`src/rtl/hand_display_scan.sv`:
```
// Seven-segment driver for the blackjack board: one shared shift-add-3 converter scans the hand
// totals in turn, and a status message follows the game state. Optional flash: HAND_DISPLAY_BLINK_EN.
module hand_display_scan #(
    parameter int HAND_W       = 5,
    parameter int NUM_HANDS    = 2,
    parameter int HAND_DIGITS  = 2,
    parameter int BLINK_CYCLES = 25_000_000,
    parameter int STATE_W      = 3,
    parameter logic [STATE_W-1:0] S_RESET       = 3'd0,
    parameter logic [STATE_W-1:0] S_RESULT_WIN  = 3'd5,
    parameter logic [STATE_W-1:0] S_RESULT_LOSE = 3'd6,
    parameter logic [STATE_W-1:0] S_RESULT_TIE  = 3'd7
) (
    input  logic                              clk,
    input  logic                              rst_n,
    input  logic [NUM_HANDS*HAND_W-1:0]       i_hand_vals,
    input  logic [STATE_W-1:0]                i_game_state,
    output logic [NUM_HANDS*HAND_DIGITS*7-1:0] o_hex_hands,
    output logic [27:0]                       o_hex_msg,
    output logic [NUM_HANDS-1:0]              o_hand_upd
);

    localparam int IDX_W = (NUM_HANDS > 1) ? $clog2(NUM_HANDS) : 1;
    localparam int BIT_W = (HAND_W > 1) ? $clog2(HAND_W) : 1;
    localparam int BCD_W = 4 * HAND_DIGITS;
    localparam int SR_W  = BCD_W + HAND_W;
    localparam int HGL_W = HAND_DIGITS * 7;

    function automatic int unsigned pow10(input int n);
        int unsigned p;
        p = 32'd1;
        for (int i = 0; i < n; i++) begin
            p = p * 32'd10;
        end
        return p;
    endfunction

    localparam int unsigned OVF_LIMIT = pow10(HAND_DIGITS);

    if ((4 * HAND_DIGITS < HAND_W) || (BLINK_CYCLES < 1)) begin : g_param_check
        $error("hand_display_scan: HAND_DIGITS too small for HAND_W or BLINK_CYCLES < 1");
    end

    // Character codes of the shared seven-segment decoder (0..9 are the decimal digits).
    localparam logic [4:0] C_A     = 5'd10;
    localparam logic [4:0] C_B     = 5'd11;
    localparam logic [4:0] C_E     = 5'd12;
    localparam logic [4:0] C_I     = 5'd13;
    localparam logic [4:0] C_J     = 5'd14;
    localparam logic [4:0] C_K     = 5'd15;
    localparam logic [4:0] C_L     = 5'd16;
    localparam logic [4:0] C_N     = 5'd17;
    localparam logic [4:0] C_O     = 5'd18;
    localparam logic [4:0] C_P     = 5'd19;
    localparam logic [4:0] C_R     = 5'd20;
    localparam logic [4:0] C_S     = 5'd21;
    localparam logic [4:0] C_T     = 5'd22;
    localparam logic [4:0] C_W     = 5'd23;
    localparam logic [4:0] C_Y     = 5'd24;
    localparam logic [4:0] C_DASH  = 5'd25;
    localparam logic [4:0] C_BLANK = 5'd31;

    function automatic logic [6:0] seg_decode(input logic [4:0] code);
        logic [6:0] seg;
        case (code)
            5'd0:    seg = 7'h40;
            5'd1:    seg = 7'h79;
            5'd2:    seg = 7'h24;
            5'd3:    seg = 7'h30;
            5'd4:    seg = 7'h19;
            5'd5:    seg = 7'h12;
            5'd6:    seg = 7'h02;
            5'd7:    seg = 7'h78;
            5'd8:    seg = 7'h00;
            5'd9:    seg = 7'h10;
            C_A:     seg = 7'h08;
            C_B:     seg = 7'h03;
            C_E:     seg = 7'h06;
            C_I:     seg = 7'h4F;
            C_J:     seg = 7'h61;
            C_K:     seg = 7'h09;
            C_L:     seg = 7'h47;
            C_N:     seg = 7'h2B;
            C_O:     seg = 7'h40;
            C_P:     seg = 7'h0C;
            C_R:     seg = 7'h2F;
            C_S:     seg = 7'h12;
            C_T:     seg = 7'h07;
            C_W:     seg = 7'h41;
            C_Y:     seg = 7'h11;
            C_DASH:  seg = 7'h3F;
            default: seg = 7'h7F;
        endcase
        return seg;
    endfunction

    function automatic logic [BCD_W-1:0] bcd_adjust(input logic [BCD_W-1:0] v);
        logic [BCD_W-1:0] r;
        logic [3:0]       nib;
        r = v;
        for (int d = 0; d < HAND_DIGITS; d++) begin
            nib = v[d*4 +: 4];
            if (nib >= 4'd5) begin
                r[d*4 +: 4] = nib + 4'd3;
            end else begin
                r[d*4 +: 4] = nib;
            end
        end
        return r;
    endfunction

    // Leading zeros above the ones digit are blanked; overflow turns the whole hand into dashes.
    function automatic logic [HGL_W-1:0] hand_glyphs(input logic [BCD_W-1:0] bcd, input logic ovf);
        logic [HGL_W-1:0] segs;
        logic             lead;
        logic [3:0]       nib;
        segs = '1;
        lead = 1'b1;
        for (int d = HAND_DIGITS - 1; d >= 0; d--) begin
            nib = bcd[d*4 +: 4];
            if (ovf) begin
                segs[d*7 +: 7] = seg_decode(C_DASH);
            end else if (lead && (nib == 4'd0) && (d != 0)) begin
                segs[d*7 +: 7] = seg_decode(C_BLANK);
            end else begin
                segs[d*7 +: 7] = seg_decode({1'b0, nib});
                lead = 1'b0;
            end
        end
        return segs;
    endfunction

    typedef enum logic [1:0] {
        ST_IDLE   = 2'd0,
        ST_LOAD   = 2'd1,
        ST_SHIFT  = 2'd2,
        ST_COMMIT = 2'd3
    } conv_state_t;

    conv_state_t       r_conv_state;
    conv_state_t       w_conv_next;
    logic [IDX_W-1:0]  r_idx;
    logic [BIT_W-1:0]  r_bit;
    logic [BCD_W-1:0]  r_bcd;
    logic [HAND_W-1:0] r_bin;
    logic              r_ovf;
    logic [HAND_W-1:0] w_hand_sel;
    logic [SR_W-1:0]   w_adj;
    logic [HGL_W-1:0]  w_glyphs;

    assign w_adj    = {bcd_adjust(r_bcd), r_bin};
    assign w_glyphs = hand_glyphs(r_bcd, r_ovf);

    // Select the hand currently addressed by the scan index.
    always_comb begin
        w_hand_sel = '0;
        for (int h = 0; h < NUM_HANDS; h++) begin
            w_hand_sel = (r_idx == IDX_W'(h)) ? i_hand_vals[h*HAND_W +: HAND_W] : w_hand_sel;
        end
    end

    // Converter state register.
    always_ff @(posedge clk or negedge rst_n) begin
        if (!rst_n) begin
            r_conv_state <= ST_IDLE;
        end else begin
            r_conv_state <= w_conv_next;
        end
    end

    // Converter next-state logic; IDLE always proceeds so the scan never stops.
    always_comb begin
        w_conv_next = ST_IDLE;
        case (r_conv_state)
            ST_IDLE:   w_conv_next = ST_LOAD;
            ST_LOAD:   w_conv_next = ST_SHIFT;
            ST_SHIFT:  w_conv_next = (r_bit == BIT_W'(HAND_W - 1)) ? ST_COMMIT : ST_SHIFT;
            ST_COMMIT: w_conv_next = ST_IDLE;
            default:   w_conv_next = ST_IDLE;
        endcase
    end

    // Snapshot, shift-add-3 iterations and scan index advance.
    always_ff @(posedge clk or negedge rst_n) begin
        if (!rst_n) begin
            r_idx <= '0;
            r_bit <= '0;
            r_bcd <= '0;
            r_bin <= '0;
            r_ovf <= 1'b0;
        end else begin
            case (r_conv_state)
                ST_LOAD: begin
                    r_bin <= w_hand_sel;
                    r_bcd <= '0;
                    r_bit <= '0;
                    r_ovf <= (32'(w_hand_sel) >= OVF_LIMIT);
                end
                ST_SHIFT: begin
                    {r_bcd, r_bin} <= {w_adj[SR_W-2:0], 1'b0};
                    r_bit          <= r_bit + BIT_W'(1);
                end
                ST_COMMIT: begin
                    r_idx <= (r_idx == IDX_W'(NUM_HANDS - 1)) ? '0 : r_idx + IDX_W'(1);
                end
                default: begin
                    r_bit <= r_bit;
                end
            endcase
        end
    end

    // Hand digit registers change only on commit, so a partial conversion is never visible.
    always_ff @(posedge clk or negedge rst_n) begin
        if (!rst_n) begin
            o_hex_hands <= '1;
            o_hand_upd  <= '0;
        end else begin
            o_hand_upd <= '0;
            if (r_conv_state == ST_COMMIT) begin
                for (int h = 0; h < NUM_HANDS; h++) begin
                    if (r_idx == IDX_W'(h)) begin
                        o_hex_hands[h*HGL_W +: HGL_W] <= w_glyphs;
                        o_hand_upd[h]                 <= 1'b1;
                    end
                end
            end
        end
    end

    logic [STATE_W-1:0] r_state;
    logic               r_state_vld;
    logic               r_player_bj;
    logic               w_result;
    logic               w_phase_on;
    logic [19:0]        w_msg_codes;
    logic [27:0]        w_msg_segs;

    // Game state and blackjack flag are registered together so the message decodes one snapshot.
    always_ff @(posedge clk or negedge rst_n) begin
        if (!rst_n) begin
            r_state     <= S_RESET;
            r_state_vld <= 1'b0;
            r_player_bj <= 1'b0;
        end else begin
            r_state     <= i_game_state;
            r_state_vld <= 1'b1;
            r_player_bj <= (32'(i_hand_vals[HAND_W-1:0]) == 32'd21);
        end
    end

    assign w_result = (r_state == S_RESULT_WIN) || (r_state == S_RESULT_LOSE) ||
                      (r_state == S_RESULT_TIE);

`ifdef HAND_DISPLAY_BLINK_EN
    localparam int BLK_W = (BLINK_CYCLES > 1) ? $clog2(BLINK_CYCLES) : 1;

    logic [BLK_W-1:0] r_blink_cnt;
    logic             r_phase_on;
    logic             w_state_chg;

    assign w_state_chg = (i_game_state != r_state);

    // Flash timer: restarts "on" whenever the registered state changes, runs only in result states.
    always_ff @(posedge clk or negedge rst_n) begin
        if (!rst_n) begin
            r_blink_cnt <= '0;
            r_phase_on  <= 1'b1;
        end else if (w_state_chg || !w_result) begin
            r_blink_cnt <= '0;
            r_phase_on  <= 1'b1;
        end else if (r_blink_cnt == BLK_W'(BLINK_CYCLES - 1)) begin
            r_blink_cnt <= '0;
            r_phase_on  <= ~r_phase_on;
        end else begin
            r_blink_cnt <= r_blink_cnt + BLK_W'(1);
        end
    end

    assign w_phase_on = r_phase_on;
`else
    assign w_phase_on = 1'b1;
`endif

    // Message text selection and glyph decode, blanked before the first state sample and when flashed off.
    always_comb begin
        w_msg_codes = {C_P, C_L, C_A, C_Y};
        case (r_state)
            S_RESET:       w_msg_codes = {C_S, C_T, C_R, C_T};
            S_RESULT_WIN:  w_msg_codes = r_player_bj ? {C_B, C_L, C_J, C_K} : {C_BLANK, C_W, C_I, C_N};
            S_RESULT_LOSE: w_msg_codes = {C_L, C_O, C_S, C_E};
            S_RESULT_TIE:  w_msg_codes = {C_BLANK, C_T, C_I, C_E};
            default:       w_msg_codes = {C_P, C_L, C_A, C_Y};
        endcase
        w_msg_segs = '1;
        if (r_state_vld && (w_phase_on || !w_result)) begin
            for (int c = 0; c < 4; c++) begin
                w_msg_segs[c*7 +: 7] = seg_decode(w_msg_codes[c*5 +: 5]);
            end
        end else begin
            w_msg_segs = '1;
        end
    end

    // Message output register.
    always_ff @(posedge clk or negedge rst_n) begin
        if (!rst_n) begin
            o_hex_msg <= '1;
        end else begin
            o_hex_msg <= w_msg_segs;
        end
    end

endmodule

```
`config.mk`:
```
export PLATFORM = sky130hd
export DESIGN_NAME = hand_display_scan
export DESIGN_NICKNAME = d
export VERILOG_FILES = /design/src/rtl/hand_display_scan.sv
export SDC_FILE = /design/constraint.sdc
export NUM_CORES = 1
export LEC_CHECK = 0
export CAP_MARGIN = 20
export CORE_ASPECT_RATIO = 0.8
export CORE_MARGIN = 1
export CORE_UTILIZATION = 33
export DETAILED_ROUTE_END_ITERATION = 12
export MAX_ROUTING_LAYER = met4
export PLACE_DENSITY = 0.54
export SLEW_MARGIN = 5
export SYNTH_ARGS = -nofsm -noshare
export SYNTH_HDL_FRONTEND = slang
export SYNTH_SLANG_ARGS = --single-unit
```
`constraint.sdc`:
```
create_clock -name clk -period 2.6 [get_ports clk]
set_input_delay 0.39 -clock clk [delete_from_list [all_inputs] [get_ports clk]]
set_output_delay 0.39 -clock clk [all_outputs]
set_load 0.02 [all_outputs]
```
* Yosys cells after proc, flatten, opt, wreduce, memory -nomap -nowiden
Memory sizes are Yosys's and may differ from the RTL's.
Cells that the tools add are included.
** Storage, ports and cells
- Register bits after elaboration :: 82
- Bits in read-only memories :: 1120
- Input port bits :: 15
- Output and inout port bits :: 58
- Word-level logic and storage cells :: 55
- Memories :: 6
** Memory list
- (no name shown) :: depth 32, width 7, rd ports 1, clocked after Yosys merged registers in 0, write ports 0, RTL line 65 : case (code)
- (no name shown) :: depth 32, width 7, rd ports 1, clocked after Yosys merged registers in 0, write ports 0, RTL line 65
- (no name shown) :: depth 32, width 7, rd ports 1, clocked after Yosys merged registers in 0, write ports 0, RTL line 65
- (no name shown) :: depth 32, width 7, rd ports 1, clocked after Yosys merged registers in 0, write ports 0, RTL line 65
- (no name shown) :: depth 16, width 7, rd ports 1, clocked after Yosys merged registers in 0, write ports 0, RTL line 65
- (no name shown) :: depth 16, width 7, rd ports 1, clocked after Yosys merged registers in 0, write ports 0, RTL line 65
** Operators by class
- Add/sub/neg operators :: 4
- $lt $le $gt $ge :: 2
- Equality and inequality tests :: 8
- Multiplexer cells :: 16
- Bitwise gates (word level) :: 1
- Reduce and logical (&&, ||, !) cells :: 6
** Operators by type and width (number)
- case mux 20 bit (4 select lines) :: 1
- 2-to-1 mux 28 bit :: 1
- 2-to-1 mux 20 bit :: 1
- case mux 8 bit (2 select lines) :: 1
- == test 3 bit, second input constant :: 4
- case mux 5 bit (2 select lines) :: 1
- >= comparator 4 x 3 -> 1 bit, second input constant :: 2
- case mux 2 bit (4 select lines) :: 1
- 2-to-1 mux 7 bit :: 1
- case mux 3 bit (2 select lines) :: 1
- == test 5 bit, second input constant :: 1
- 2-to-1 mux 5 bit :: 1
- adder 4 x 2 -> 4 bit, second input constant :: 1
- == test 2 bit, second input constant :: 2
- logical NOT 4 bit :: 1
- 2-to-1 mux 1 bit :: 4
- 2-to-1 mux 4 bit :: 1
- AND reduction 2 bit :: 2
- adder 3 x 1 -> 3 bit, second input constant :: 1
- adder 3 x 2 -> 3 bit, second input constant :: 1
- logical NOT 3 bit :: 1
- 2-to-1 mux 3 bit :: 1
- == test 2 x 1 -> 1 bit, second input constant :: 1
- logical NOT 2 bit :: 1
- other kinds (4) :: 4

* Logic depth before layout (Yosys ltp)
Gate-level depths: netlist (run 1).
An unclocked memory read counts as a cell.
- Depth after elaboration :: 4
- Depth in mapped cells :: 11
- Depth with buffers taken out :: 9

* Least setup slack after synthesis (run 1)
Ideal clock, no wire load.
- Path type :: reg-to-reg
- Start point :: reg r_state[0]
- End point :: reg o_hex_msg[1]
- Setup time :: 64 ps
- Arrival time :: 2003 ps
- Setup slack :: 533 ps
- Cell stages (with the launch flop) :: 12
- Buffers on the path :: 2
- Cell sequence :: dfrtp_1 buf_2 and2_1 buf_2 a21oi_1 nor2_1 inv_1 ha_1 nor2b_1 o21ai_0 o311ai_0 nand3_1
** Between the ends
- Word-level cells in the longest chain between the ends :: 4
- Elaborated cells between the ends (all ways) :: 7
- Those cells by class :: eq/ne (3); mux (2); reduce/logical (1); memory (1)
** Ends and longest elaborated chain
- from (decl) :: RTL line 231 : logic [STATE_W-1:0] r_state;
- from (signal assigned) :: RTL line 246 : r_state <= i_game_state;
- == test 3 bit or logical NOT 3 bit (tied branches) :: RTL line 288 : case (r_state)
- case mux 20 bit (4 select lines) * :: RTL line 288
- memory read (32 x 7 bit) *
- 2-to-1 mux 28 bit * :: RTL line 296 : if (r_state_vld && (w_phase_on || !w_result)) begin
- net w_msg_segs[1] :: RTL line 237 : logic [27:0] w_msg_segs;
- to (signal assigned) :: RTL line 310 : o_hex_msg <= w_msg_segs;
- to (decl) :: RTL line 19 : output logic [27:0] o_hex_msg,
Mark *: on every way through the listed nets, which the timed path passes. The rest lies on a longest branch.
A chain may end at the register's enable or synchronous reset.

* Final worst setup path (run 1)
- Start point :: reg r_state[1]
- End point :: reg o_hex_msg[21]
Same word-level chain as after synthesis.

==> results.md, run 1 <==
- Total GRT Usage: 16.16%
- Initial antenna violation count: 0
- CP Data Required Time: between 2000 and 3000 ps
- Avg WL per Cell: 14.57 um
- Die height: 104.4 um
- Setup violators final: 0
- Post-synth top area share: between 30 and 40%
- Hold-fix buffers, CTS: 0
- Most used DFF post-synth: dfstp_2
- Max Slew Vio Count: 0
- Setup Skew: 4.999 ps
- Num CTS Buffers: 9
- FMAX: 439.1 MHz
- Die area: about 14,000 um2
- FF+latch count, synth: 82
- Clk sink count: 82
- Cts repair resizes: 0
- Setup WS post-layout: 322.8 ps
- Row cnt: 37
- Compound-cell area share of the yosys netlist: roughly 16%
- Max-slew headroom: 65.83%
- Pre-antenna DRT Iters: 4
- Top area cells in the synthesized netlist: dfstp_2, dfrtp_1, ha_1
- Post-Synthesis Net Count: 485
- EDFF count, synth: 0
- Fraction of layout cells with a size suffix above 1: 20.39%
- Arrival @ worst endpoint: ~2500 ps
- DR vias/cell: 4.835
- Commonest non-fill, non-tap cell in the layout: clkdlybuf4s50_1
- Asr flop ratio synth: 100.0%
- Routed wire length: between 9000 and 10,000 um
- R2R Path Start: r_state[1]
- Max-Cap Viols: 0
- Setup TNS: 0 ps
- Status: completed
- Core ar.: between 10,000 and 15,000 um2
- Ant diodes: 0
- Post-Synth Simple-Gate Area: 12.55%
- Global route overflow: 0
- Root buf cell: clkbuf_16
- Pre-CTS WS: 394.4 ps
- Setup Fix Bufs, Post-CTS: 0
- P_leak: 2.389 nW
- PD cells: 654.4 nW/um2
- Critical path class: register to register
- Minimum clock period: 2277 ps
- Mux cell area share after synthesis: 5.697%
- Worst hold path type: primary input to asynchronous set/reset pin
- Final nets: roughly 560
- Vias in the first global route: 3,135
- Mapped Cells: 434
- Synth Area in XOR/XNOR: 0.8097%
- RSZ-0062 raised after global routing: no
- First-pass GRT wire length: 16,370 um
- Least-Margin Pin Slew: 512.6 ps
- Die W: approximately 130 um
- Clk_lat worst skew: 340 ps
- CTS H-tree lvls: 3
- Post-Route Utilization: a little over two fifths
- Starting DRT DRC Count: 169
- Cell variety after synth: 50
- Gpl congestion: 0.8787
- CTS tree: done
- Starting Density: roughly a third
- Final Hold Viols: 0
- Startpoint Class: register
- Largest net degree at the start of global routing: 45
- CP Capture Type: register
- Post-synthesis cell area: 4327 um2
- Post-DP HPWL: 7118 um
- Final Cycle Share: between 80 and 90%
- Clk slew on worst S/H paths: 60 ps
- R2r endpoint: o_hex_msg[21]
- Routed vias: 3,312
- Adder and majority cell fraction of the synthesized area: between 10% and 20%
- Worst-case reg-to-reg path depth: 8
- Register area share after synthesis: roughly half
- Cell taking the most area after synthesis: dfstp_2
- # IOs: 73
- Synth-to-Final Area Change: 28.60%
- Largest family of logic cells by synthesized area: compound AO/OA/AOI/OAI gates
- Synth Warn #: 0
- DRC viols: 0
- Internal reg-to-reg setup slack: 320 ps
- Max Buffers Root-to-Sink: 2
- Mean Syn Cell Area: 9.969 um2
- Critical-path maximum fanout: 13
- ANT nets after route: 0
- Most frequent cells in the layout: clkdlybuf4s50_1, o21ai_0, nand2_1, dfstp_2, ha_1
- Number of buffers added on ports: 72
- Worst VDD drop: 315.2 uV
critical path, cell delays in order, from the launching register on:
cell	delay [ps]
dfrtp_1	600
nor2b_1	370
and2_1	330
inv_1	130
ha_1	220
nand2b_1	140
a21oi_1	140
o21ai_0	100
o21bai_1	180
worst max path at each step:
stage	startpoint	to	slack, ps	cells after the start
after CTS	r_state[1]	o_hex_msg[21]	370	8
final	r_state[1]	o_hex_msg[21]	320	8
after floorplan	r_state[0]	o_hex_msg[1]	530	11
after global placement	r_state[1]	o_hex_msg[21]	380	8
after detailed placement	r_state[1]	o_hex_msg[21]	390	8
after global routing	r_state[1]	o_hex_msg[21]	140	8
cell type report:
cell class,count,area [um2]
Fill cell,1238,7259
Sequential cell,82,2122
Inverter,27,101.3
Timing Repair Buffer,87,843.3
Tap cell,175,219.0
Multi-Input combinational cell,298,1982
Clock inverter,5,53.80
Clock buffer,11,242.7
cell usage after synthesis, drive strengths merged (5+ instances only):
cell type / count
o21ai: 65
dfrtp: 26
inv: 27
a21oi: 14
o211ai: 6
mux2: 11
nor2: 20
nand2b: 8
nor2b: 8
nor3: 5
clkbuf: 12
nand2: 59
ha: 36
mux2i: 10
dfstp: 56
buf: 15
where the power goes:
part | internal (mW) | leakage (nW) | switching, mW | total [mW]
Clock | 0.766 | 0.149 | 0.496 | 1.26
Sequential | 1.48 | 0.922 | 0.0967 | 1.58
Combinational | 0.366 | 1.32 | 0.432 | 0.798
Total | 2.62 | 2.39 | 1.02 | 3.64
flip-flops by register name (all words and copies together) (netlist names):
signal        flops
o_hex_msg        28
r_conv_state      2
r_bcd             8
o_hand_upd        2
r_state           3
r_bin             5
r_state_vld       1
r_idx             1
r_bit             3
o_hex_hands      28
r_player_bj       1
layer usage:
layer  up-vias  track usage, %  part of all wire (%)
met5         -               -                     0
met4         0           6.395                   1.2
met3        10           3.652                   4.1
met2        77           20.67                    42
met1      1610           24.10                    53
li1       1615               -                     -
cell families (layout without fill, tap and decap cells):
family                   after synthesis  in the layout
AND/OR/NAND/NOR                      117            117
flip-flops                            82             82
AO/OA/AOI/OAI                        118            118
XOR/XNOR                               4              4
buffers and inverters                 54            130
other                                  1              1
adder cells (fa/ha/maj)               36             36
multiplexers                          22             22
stage by stage:
stage	hold slack [ps]	power (mW)	area [um2]	cells
final	27.98	3.641	5564	685
after global routing	52.47	3.842	5564	685
after CTS	42.80	3.696	5564	685
after detailed placement	409.0	2.402	5268	669
after global placement	400.2	2.388	5268	669
after floorplan	94.41	2.029	4327	434
Power figures use the tool's default switching activity.
==> run 2: changes to the inputs <==
- SLEW_MARGIN: 5 -> default
==> results of run 2 <==
Final layout, timing and power as in run 1 (identical DEF).
==> run 3: changes to the inputs <==
- GPL_TIMING_DRIVEN: default -> 0
==> run 3 against run 2 <==
Net effect: setup slack got worse by 140 ps; wire length rose by 4.4%; register-to-register slack got worse by 140 ps; clock skew rose by 2.1 ps; sequential share of layout area fell by 0.43 points; cell area rose by 1.1%; global-route usage rose by 0.66 points; critical path depth fell by 1; largest cell class unchanged; highest routed layer unchanged.
==> results.md, run 3 (same netlist as run 1, synthesis figures left out) <==
- Status: completed
- Cell area after layout: between 5000 and 6000 um2
- Fillers: between 1,000 and 1,500
- Die height: 104.4 um
- Post-DP HPWL: 7501 um
- Critical path class: register to register
- # IOs: 73
- Pre-antenna DRT Iters: 5
- Register area: 2122 um2
- Global route overflow: 0
- Clk_lat worst skew: 340 ps
- P_leak: 2.410 nW
- Pwr Total: 3.710 mW
- Biggest cell delay along the critical path: around 430 ps
- Setup WS post-layout: 185.2 ps
- Setup violators final: 0
- Final nets: approximately 570
- Vias in the first global route: 3,351
- CP Capture Type: register
- Placed cell area: 5291 um2
- Layout Cells excl Fill: 700
- Commonest non-fill, non-tap cell in the layout: clkdlybuf4s50_1
- Num CTS Buffers: 9
- Die area: around 14,000 um2
- Worst hold path type: register to register
- First-pass GRT wire length: 17,160 um
- Cells after DPL: just under 700
- Total GRT Usage: 16.82%
- Largest net degree at the start of global routing: 67
- Core ar.: 12,820 um2
- Max Buffers Root-to-Sink: 2
- Row cnt: 37
- FMAX: 414.1 MHz
- Initial antenna violation count: 0
- Worst-path cell chain: buf_2, nor2b_1, and2_1, inv_1, ha_1, o32ai_1, nand2_1
- Avg WL per Cell: around 15 um
- Max-Cap Viols: 0
- Kind of cell adding the most delay to the critical path: simple AND/OR/NAND/NOR gates
- CP Data Required Time: about 2800 ps
- Final Cycle Share: between 90 and 100%
- R2R Path Start: r_state[1]
- Critical-path maximum fanout: 10
- Starting DRT DRC Count: 239
- Clk slew on worst S/H paths: 60 ps
- Synth-to-Final Area Change: 30.08%
- Number of buffers added on ports: 72
- Routed vias: 3,418
- Internal reg-to-reg setup slack: 190 ps
- Starting Density: between 30% and 40%
- CTS H-tree lvls: 3
- Die W: around 130 um
- Clk sink count: 82
- Hold path start: o_hex_hands[8]
- Most frequent cells in the layout: clkdlybuf4s50_1, o21ai_0, nand2_1, dfstp_2, ha_1
- Least-Margin Pin Slew: 523.1 ps
- Critical Path Start: r_state[1]
- Worst VDD drop: 358.9 uV
- DRC viols: 0
- Worst-case reg-to-reg path depth: 7
- Ant diodes: 0
- Gpl congestion: 0.8767
- Worst Hold Path EP: o_hex_hands[8]
- Minimum clock period: 2415 ps
- ANT nets after route: 0
- Startpoint Class: register
- Max-slew headroom: 65.13%
- Pre-CTS WS: 33.20 ps
- Hold Path Stages: 2
- Fraction of layout cells with a size suffix above 1: 20.38%
- R2r endpoint: o_hex_msg[26]
- CP Buf/Inv Count: 2
- Final Hold Viols: 0
- PD cells: 659.2 nW/um2
- Routed wire length: 10,420 um
- Setup Skew: 7.111 ps
- CTS tree: done
- Root buf cell: clkbuf_16
- Area of the multi-input gates: about 2000 um2
- Max Slew Vio Count: 0
- CP max stage cell: dfrtp_1
- Largest regs: o_hex_hands: 28 flops, o_hex_msg: 28 flops, r_bcd: 8 flops
- DR vias/cell: 4.883
- Arrival @ worst endpoint: about 2700 ps
- RSZ-0062 raised after global routing: no
## run 3: cell types whose count changed in the layout (fill, tap and decap cells not counted), sizes merged
cell,delta
clkbuf,+12
inv,+1
dlygate4sd3,+1
clkinvlp,+1
clkinv,-2
buf,+2
## run 3: how the worst max path moves through the flow
| stage | endpoint | slack (ps) | depth (start not counted) |
|---|---|---|---|
| 2_1_floorplan | o_hex_msg[1] | 530 | 11 |
| 3_3_place_gp | r_player_bj | -1620 | 1 |
| 3_5_place_dp | o_hex_msg[1] | 30 | 11 |
| 4_1_cts | o_hex_msg[1] | 10 | 11 |
| 5_1_grt | o_hex_msg[1] | 5 | 11 |
| 6_report | o_hex_msg[26] | 190 | 7 |
## run 3: worst reg2reg max path, delay by kind of cell, from the launching register on
family	cells	cell delay (ps)
and+or+nand+nor	3	860
DFF	1	430
AOI/OAI and AO/OA	1	430
buffers and inverters	2	380
adders and majority gates	1	220
## run 3: metrics by stage
stage	utilization [%]	hold slack (ps)	setup TNS, ps
after detailed placement	41.26	272.7	0
after global placement	41.07	450.0	-81300
after floorplan	-	94.41	0
after global routing	43.89	465.0	0
after CTS	43.79	450.8	0
final	43.89	456.9	0
## run 3: area by class of cell
type	count	area share (%)
clock inverter	5	1.067
tap	175	3.891
multi-input combinational	298	35.30
clock buffer	11	4.513
inverter	27	1.801
sequential	82	37.71
timing repair buffer	75	13.56
buffer	27	2.157
## run 3: report_power, final
part | switching, mW | internal (mW)
Sequential | 0.0704 | 1.48
Combinational | 0.466 | 0.369
Clock | 0.515 | 0.805
## run 3: timing repair
| item | CTS | global route |
|---|---|---|
| resized for setup | 0 | 3 |
| hold buffers | 1 | 0 |
| endpoints found under the setup margin | 0 | 5 |
| endpoints found under the hold margin | 2 | 0 |
| setup buffers | 0 | 1 |
## run 3: layer usage
metal	GRT usage, %	up-vias	wire, um
li1	-	1656	-
met1	24.39	1651	5316
met2	22.38	103	4377
met3	3.858	8	567
met4	6.395	0	153
met5	-	-	0
==> variant 1: new RTL, flow settings as in run 1 <==
Add an input register stage for `i_hand_vals`, without a reset; this delays it by one clock. The other inputs are not delayed to match.
--- a/src/rtl/hand_display_scan.sv
+++ b/src/rtl/hand_display_scan.sv
@@ -27,2 +27,8 @@
     localparam int HGL_W = HAND_DIGITS * 7;
+
+    logic [NUM_HANDS*HAND_W-1:0] i_hand_vals_q;
+
+    always_ff @(posedge clk) begin
+        i_hand_vals_q <= i_hand_vals;
+    end
 
@@ -157,3 +163,3 @@
         for (int h = 0; h < NUM_HANDS; h++) begin
-            w_hand_sel = (r_idx == IDX_W'(h)) ? i_hand_vals[h*HAND_W +: HAND_W] : w_hand_sel;
+            w_hand_sel = (r_idx == IDX_W'(h)) ? i_hand_vals_q[h*HAND_W +: HAND_W] : w_hand_sel;
         end
@@ -247,3 +253,3 @@
             r_state_vld <= 1'b1;
-            r_player_bj <= (32'(i_hand_vals[HAND_W-1:0]) == 32'd21);
+            r_player_bj <= (32'(i_hand_vals_q[HAND_W-1:0]) == 32'd21);
         end
Function: changed (Yosys sat finds a counterexample within 4 cycles, from zero or initial values and one cycle with rst_n low).
==> variant 1 against run 1 <==
Cell count rose by 1.6%; utilization down 0.75 points; sequential cell count rose by 10; highest routed layer unchanged; cell area is 3.8% higher; routed wire length decreased by 2.3%; setup slack got worse by 0.062 ns; total power increased by 6.7%; critical path type unchanged; synthesized area increased by 6.0%; synthesized cell count rose by 1.4%; global-route usage fell by 0.90 points.
==> variant 1: results (changes against run 1) <==
mux cell area share after synthesis 0.0513 (-0.00569); main area contributors after synthesis dfstp_2 32%, dfrtp_1 14%, ha_1 9.8%; skew final 0.00820 ns (+0.00320 ns); compound-cell area share of the yosys netlist 0.164 (+0.00142); Top Registers o_hex_hands x28, o_hex_msg x28, i_hand_vals_q x10; Req. time, crit path 2.85 ns (about the same); leakage 0.00251 uW (+5.0%); maximum VDD drop 0.000337 V (+6.9%); HPWL Detailed 7.16 mm (+0.58%); top cells by count, synth 56 x dfstp_2, 53 x nand2_1, 50 x o21ai_0, 36 x ha_1, 30 x inv_1; largest fanout on the critical path 18 (+5); Final #Nets 562 (+1.1%); vias per cell 4.74 (-2.0%); Area after DPL 5480 um^2 (+4.0%); Int Pwr 2830 uW (+8.1%); Total Routed Length 9.74 mm (-2.3%); xor/xnor cell area share of the yosys netlist 0.00573 (-0.00237); worst r2r dst o_hex_msg[1]$_DFF_PN1_; CP max stage delay 0.58 ns (-0.02 ns); ys async rst share 0.891 (-0.109); initial antenna violation count 0 (unchanged); cell count after synthesis 440 (+1.4%); R2R setup slack 0.26 ns (-0.06 ns); vias 3,298 (-0.42%); IO Port Bufs 72 (unchanged); TritonRoute pass-1 iters 4 (unchanged); family with the most delay on the worst path simple AND/OR/NAND/NOR gates; post-synthesis adder-cell area fraction 0.0982 (-0.00591); Max-slew headroom 0.573 (-0.0854); share of layout cells above drive strength 1 0.209 (+0.00538); status complete, no violations; syn_nets 491 (+1.2%); first-pass GRT wire length 16.6 mm (+1.4%); clock slew at the register clock pins of the worst setup and hold paths 0.06 ns (about the same); GPL Wtd Cong 0.830 (-5.5%); pin count of the biggest net entering global routing 48 (+6.7%); reg-to-reg startpoint r_state[0]$_DFF_PN0_; post-synth cell types 58 (+16%); post-CTS setup buffers 0 (unchanged); Fin. Hold Viols 0 (unchanged); sequential cell area fraction in the yosys report 0.506 (+0.0158); Synth Flop Type dfstp_2; later-pin clock latency in the skew report 0.34 ns (about the same); First DRT Iteration DRCs 161 (-4.7%); total track usage 0.153 (-0.00905); worst reg2reg path depth 7 (-1); Placed Cells incl. Taps 680 (+1.6%); Max clock buf depth 2 (unchanged); final antenna diode count 0 (unchanged); root buffer cell clkbuf_16
-- variant 1: cell types whose count changed in the layout (fill, tap and decap cells not counted), sizes merged, moves of 5 or more --
cell,run 1,this run
o21ai,65,54
nand2,59,54
a21oi,14,20
inv,27,32
dfxtp,0,10
-- variant 1: worst register-to-register path, stage by stage (launching register included) --
cell and delay [ns]:
dfrtp_1 0.58, or2_4 0.38, a21oi_1 0.30, inv_1 0.16, ha_1 0.34, nand2b_1 0.22, o21a_1 0.11, o2111ai_1 0.17
-- variant 1: cells by family (layout without fill, tap and decap cells) --
group | Yosys count | count (layout)
AO/OA/AOI/OAI | 121 | 121
XOR/XNOR | 3 | 3
adder cells (fa/ha/maj) | 36 | 36
buffers and inverters | 57 | 133
flip-flops | 92 | 92
multiplexers | 21 | 21
other | 1 | 1
AND/OR/NAND/NOR | 109 | 109
-- variant 1: final cells by class --
class                           count  area, um^2
Clock buffer                       14         264
Tap cell                          180         225
Fill cell                        1311        7770
Multi-Input combinational cell    291        2000
Inverter                           32         120
Sequential cell                    92        2320
Timing Repair Buffer               85         816
Clock inverter                      2        35.0
-- variant 1: worst max path at each step --
stage | end | cells after the start | start | slack (ns)
floorplan | o_hex_msg[1]$_DFF_PN1_ | 9 | r_state[2]$_DFF_PN0_ | 0.59
global placement | o_hex_msg[3]$_DFF_PN1_ | 8 | r_state[0]$_DFF_PN0_ | 0.37
detailed placement | o_hex_msg[1]$_DFF_PN1_ | 7 | r_state[0]$_DFF_PN0_ | 0.28
CTS | o_hex_msg[1]$_DFF_PN1_ | 7 | r_state[0]$_DFF_PN0_ | 0.27
global route | o_hex_msg[3]$_DFF_PN1_ | 8 | r_state[0]$_DFF_PN0_ | 0.004
finish | o_hex_msg[1]$_DFF_PN1_ | 7 | r_state[0]$_DFF_PN0_ | 0.26
-- variant 1: through the flow --
stage          hold WS [ns]  setup slack [ns]
4_1_cts              0.0905             0.266
2_1_floorplan        0.0944             0.592
5_1_grt               0.113           0.00439
3_5_place_dp          0.416             0.275
6_report             0.0738             0.261
3_3_place_gp          0.407             0.368
-- variant 1: power groups by stage --
| stage | combinational, uW | clock, uW | sequential, uW |
|---|---|---|---|
| after CTS | 832 | 1350 | 1760 |
| after global routing | 903 | 1410 | 1790 |
| final | 822 | 1300 | 1760 |
| after floorplan | 333 | 0 | 1910 |
| after global placement | 823 | 0 | 1780 |
| after detailed placement | 828 | 0 | 1790 |
-- variant 1: layer usage --
layer | up-vias | wire length (um) | GRT usage
li1 | 1653 | - | -
met1 | 1560 | 5160 | 0.219
met2 | 74 | 4050 | 0.211
met3 | 11 | 410 | 0.0344
met4 | 0 | 123 | 0.0463
met5 | - | 0 | -
==> variant 2: new RTL, flow settings as in run 1 <==
Without the edit above. Set the parameter `STATE_W` to 4 (it was 3).
--- a/src/rtl/hand_display_scan.sv
+++ b/src/rtl/hand_display_scan.sv
@@ -7,3 +7,3 @@
     parameter int BLINK_CYCLES = 25_000_000,
-    parameter int STATE_W      = 3,
+    parameter int STATE_W      = 4,
     parameter logic [STATE_W-1:0] S_RESET       = 3'd0,
Interface: changed (resized i_game_state); port bits go from 73 to 74. The function was not compared with the original's and may differ.
==> variant 2 against run 1 <==
Total power increased by 2.0%; synthesized area increased by 2.4%; via count rose by 1.3%; cell area is 1.8% higher; setup slack better by 0.061 ns; global-route usage decreased by 0.32 points; sequential cell count up 1; largest power group unchanged; routed wire length grew 0.83%.
==> variant 2: results (changes against run 1) <==
largest fanout on the critical path 15 (+2); post-synth cell types 60 (+20%); leakage 0.00242 uW (+1.2%); maximum VDD drop 0.000334 V (+5.9%); vias in the first global route 3,149 (+0.45%); GPL Wtd Cong 0.846 (-3.7%); final antenna diode count 0 (unchanged); Arrival @ worst endpoint 2.49 ns (-0.05 ns); Min Clock Period, post-route 2.22 ns (-0.0608 ns); R2R setup slack 0.38 ns (+0.06 ns); pin count of the biggest net entering global routing 48 (+6.7%); total track usage 0.158 (-0.00317); CTS resizes 0 (unchanged); xor/xnor cell area share of the yosys netlist 0.00791 (-0.000188); CP max stage delay 0.66 ns (+0.06 ns); initial antenna violation count 0 (unchanged); Yosys warning count 0 (unchanged); vias per cell 4.83 (-0.13%); slowest stage cell, crit path dfrtp_1; IO Port Bufs 73 (+1.4%); share of layout cells above drive strength 1 0.204 (about the same); root buffer cell clkbuf_16; Final Non-Filler Cells 695 (+1.5%); mux cell area share after synthesis 0.0477 (-0.00923); Fill cells 1,224 (-1.1%); syn_nets 496 (+2.3%); later-pin clock latency in the skew report 0.34 ns (about the same); top cells by count, synth 60 x nand2_1, 56 x dfstp_2, 48 x o21ai_0, 36 x ha_1, 28 x inv_1; status complete, no violations; main area contributors after synthesis dfstp_2 33%, dfrtp_1 15%, ha_1 10%; cell count after synthesis 444 (+2.3%); clock buffer count from CTS 9 (unchanged); first-pass GRT wire length 16.7 mm (+2.3%); ys async rst share 1.00 (unchanged); skew final 0.00582 ns (+0.000821 ns); Total Routed Length 10.1 mm (+0.83%); HPWL Detailed 7.22 mm (+1.4%); DP Worst Slack 0.416 ns (+0.0217 ns); Placed Cells incl. Taps 679 (+1.5%); compound-cell area share of the yosys netlist 0.168 (+0.00527); CTS H-tree lvls 3 (unchanged); Final #Nets 567 (+2.0%); post-synthesis adder-cell area fraction 0.102 (-0.00241); Max clock buf depth 2 (unchanged); family with the most delay on the worst path simple AND/OR/NAND/NOR gates; worst-margin pin slew 0.622 ns (+0.109 ns); First DRT Iteration DRCs 258 (+53%); sequential cell area fraction in the yosys report 0.485 (-0.00571)
variant 2: changes by cell type in the layout (fill, tap and decap cells not counted), moves of 4 or more:
cell	delta
o21ai_0	-17
mux2_2	-4
o21ai_1	+11
a21oi_1	+4
variant 2: per-stage QoR:
stage	instance area, um^2	hold slack, ns	total power [uW]
after detailed placement	5360	0.387	2450
final	5660	0.00522	3710
after global placement	5360	0.389	2440
after floorplan	4430	0.0944	2070
after CTS	5660	0.0171	3760
after global routing	5660	0.0343	3900
variant 2: final timing paths:
check | from | to | cells after the start
setup / recovery | r_state[1]$_DFF_PN0_ | o_hex_msg[27]$_DFF_PN1_ | 6
hold / removal | rst_n | r_state[3]$_DFF_PN0_ | 1
setup reg to reg | r_state[1]$_DFF_PN0_ | o_hex_msg[27]$_DFF_PN1_ | 6
hold reg to reg | o_hex_hands[8]$_DFFE_PN1P_ | o_hex_hands[8]$_DFFE_PN1P_ | 2
max in group asynchronous | rst_n | o_hex_hands[12]$_DFFE_PN1P_ | 2
min in group clk | o_hex_hands[8]$_DFFE_PN1P_ | o_hex_hands[8]$_DFFE_PN1P_ | 2
variant 2: logic make-up after synthesis:
family,Yosys count
fa+ha+maj,36
xor+xnor,4
buf+inv,57
flops,83
compound gates,122
simple gates,122
mux,19
other cells,1
variant 2: metal layers:
metal	vias to the layer above	share of wire	global-route usage
li1	1659	-	-
met1	1583	0.55	0.247
met2	102	0.39	0.195
met3	12	0.044	0.0322
met4	0	0.014	0.0565
met5	-	0	-
variant 2: cell type report:
class | instances | area [um^2] | share of cell area
timing repair buffer | 87 | 846 | 0.149
tap | 175 | 219 | 0.0387
multi-input combinational | 304 | 2040 | 0.360
sequential | 83 | 2150 | 0.379
clock inverter | 7 | 76.3 | 0.0135
inverter | 30 | 113 | 0.0199
clock buffer | 9 | 225 | 0.0398
variant 2: power by group:
part	switching, uW	total (uW)	internal (uW)
clock	539	1290	749
sequential	96.9	1600	1500
combinational	451	825	374
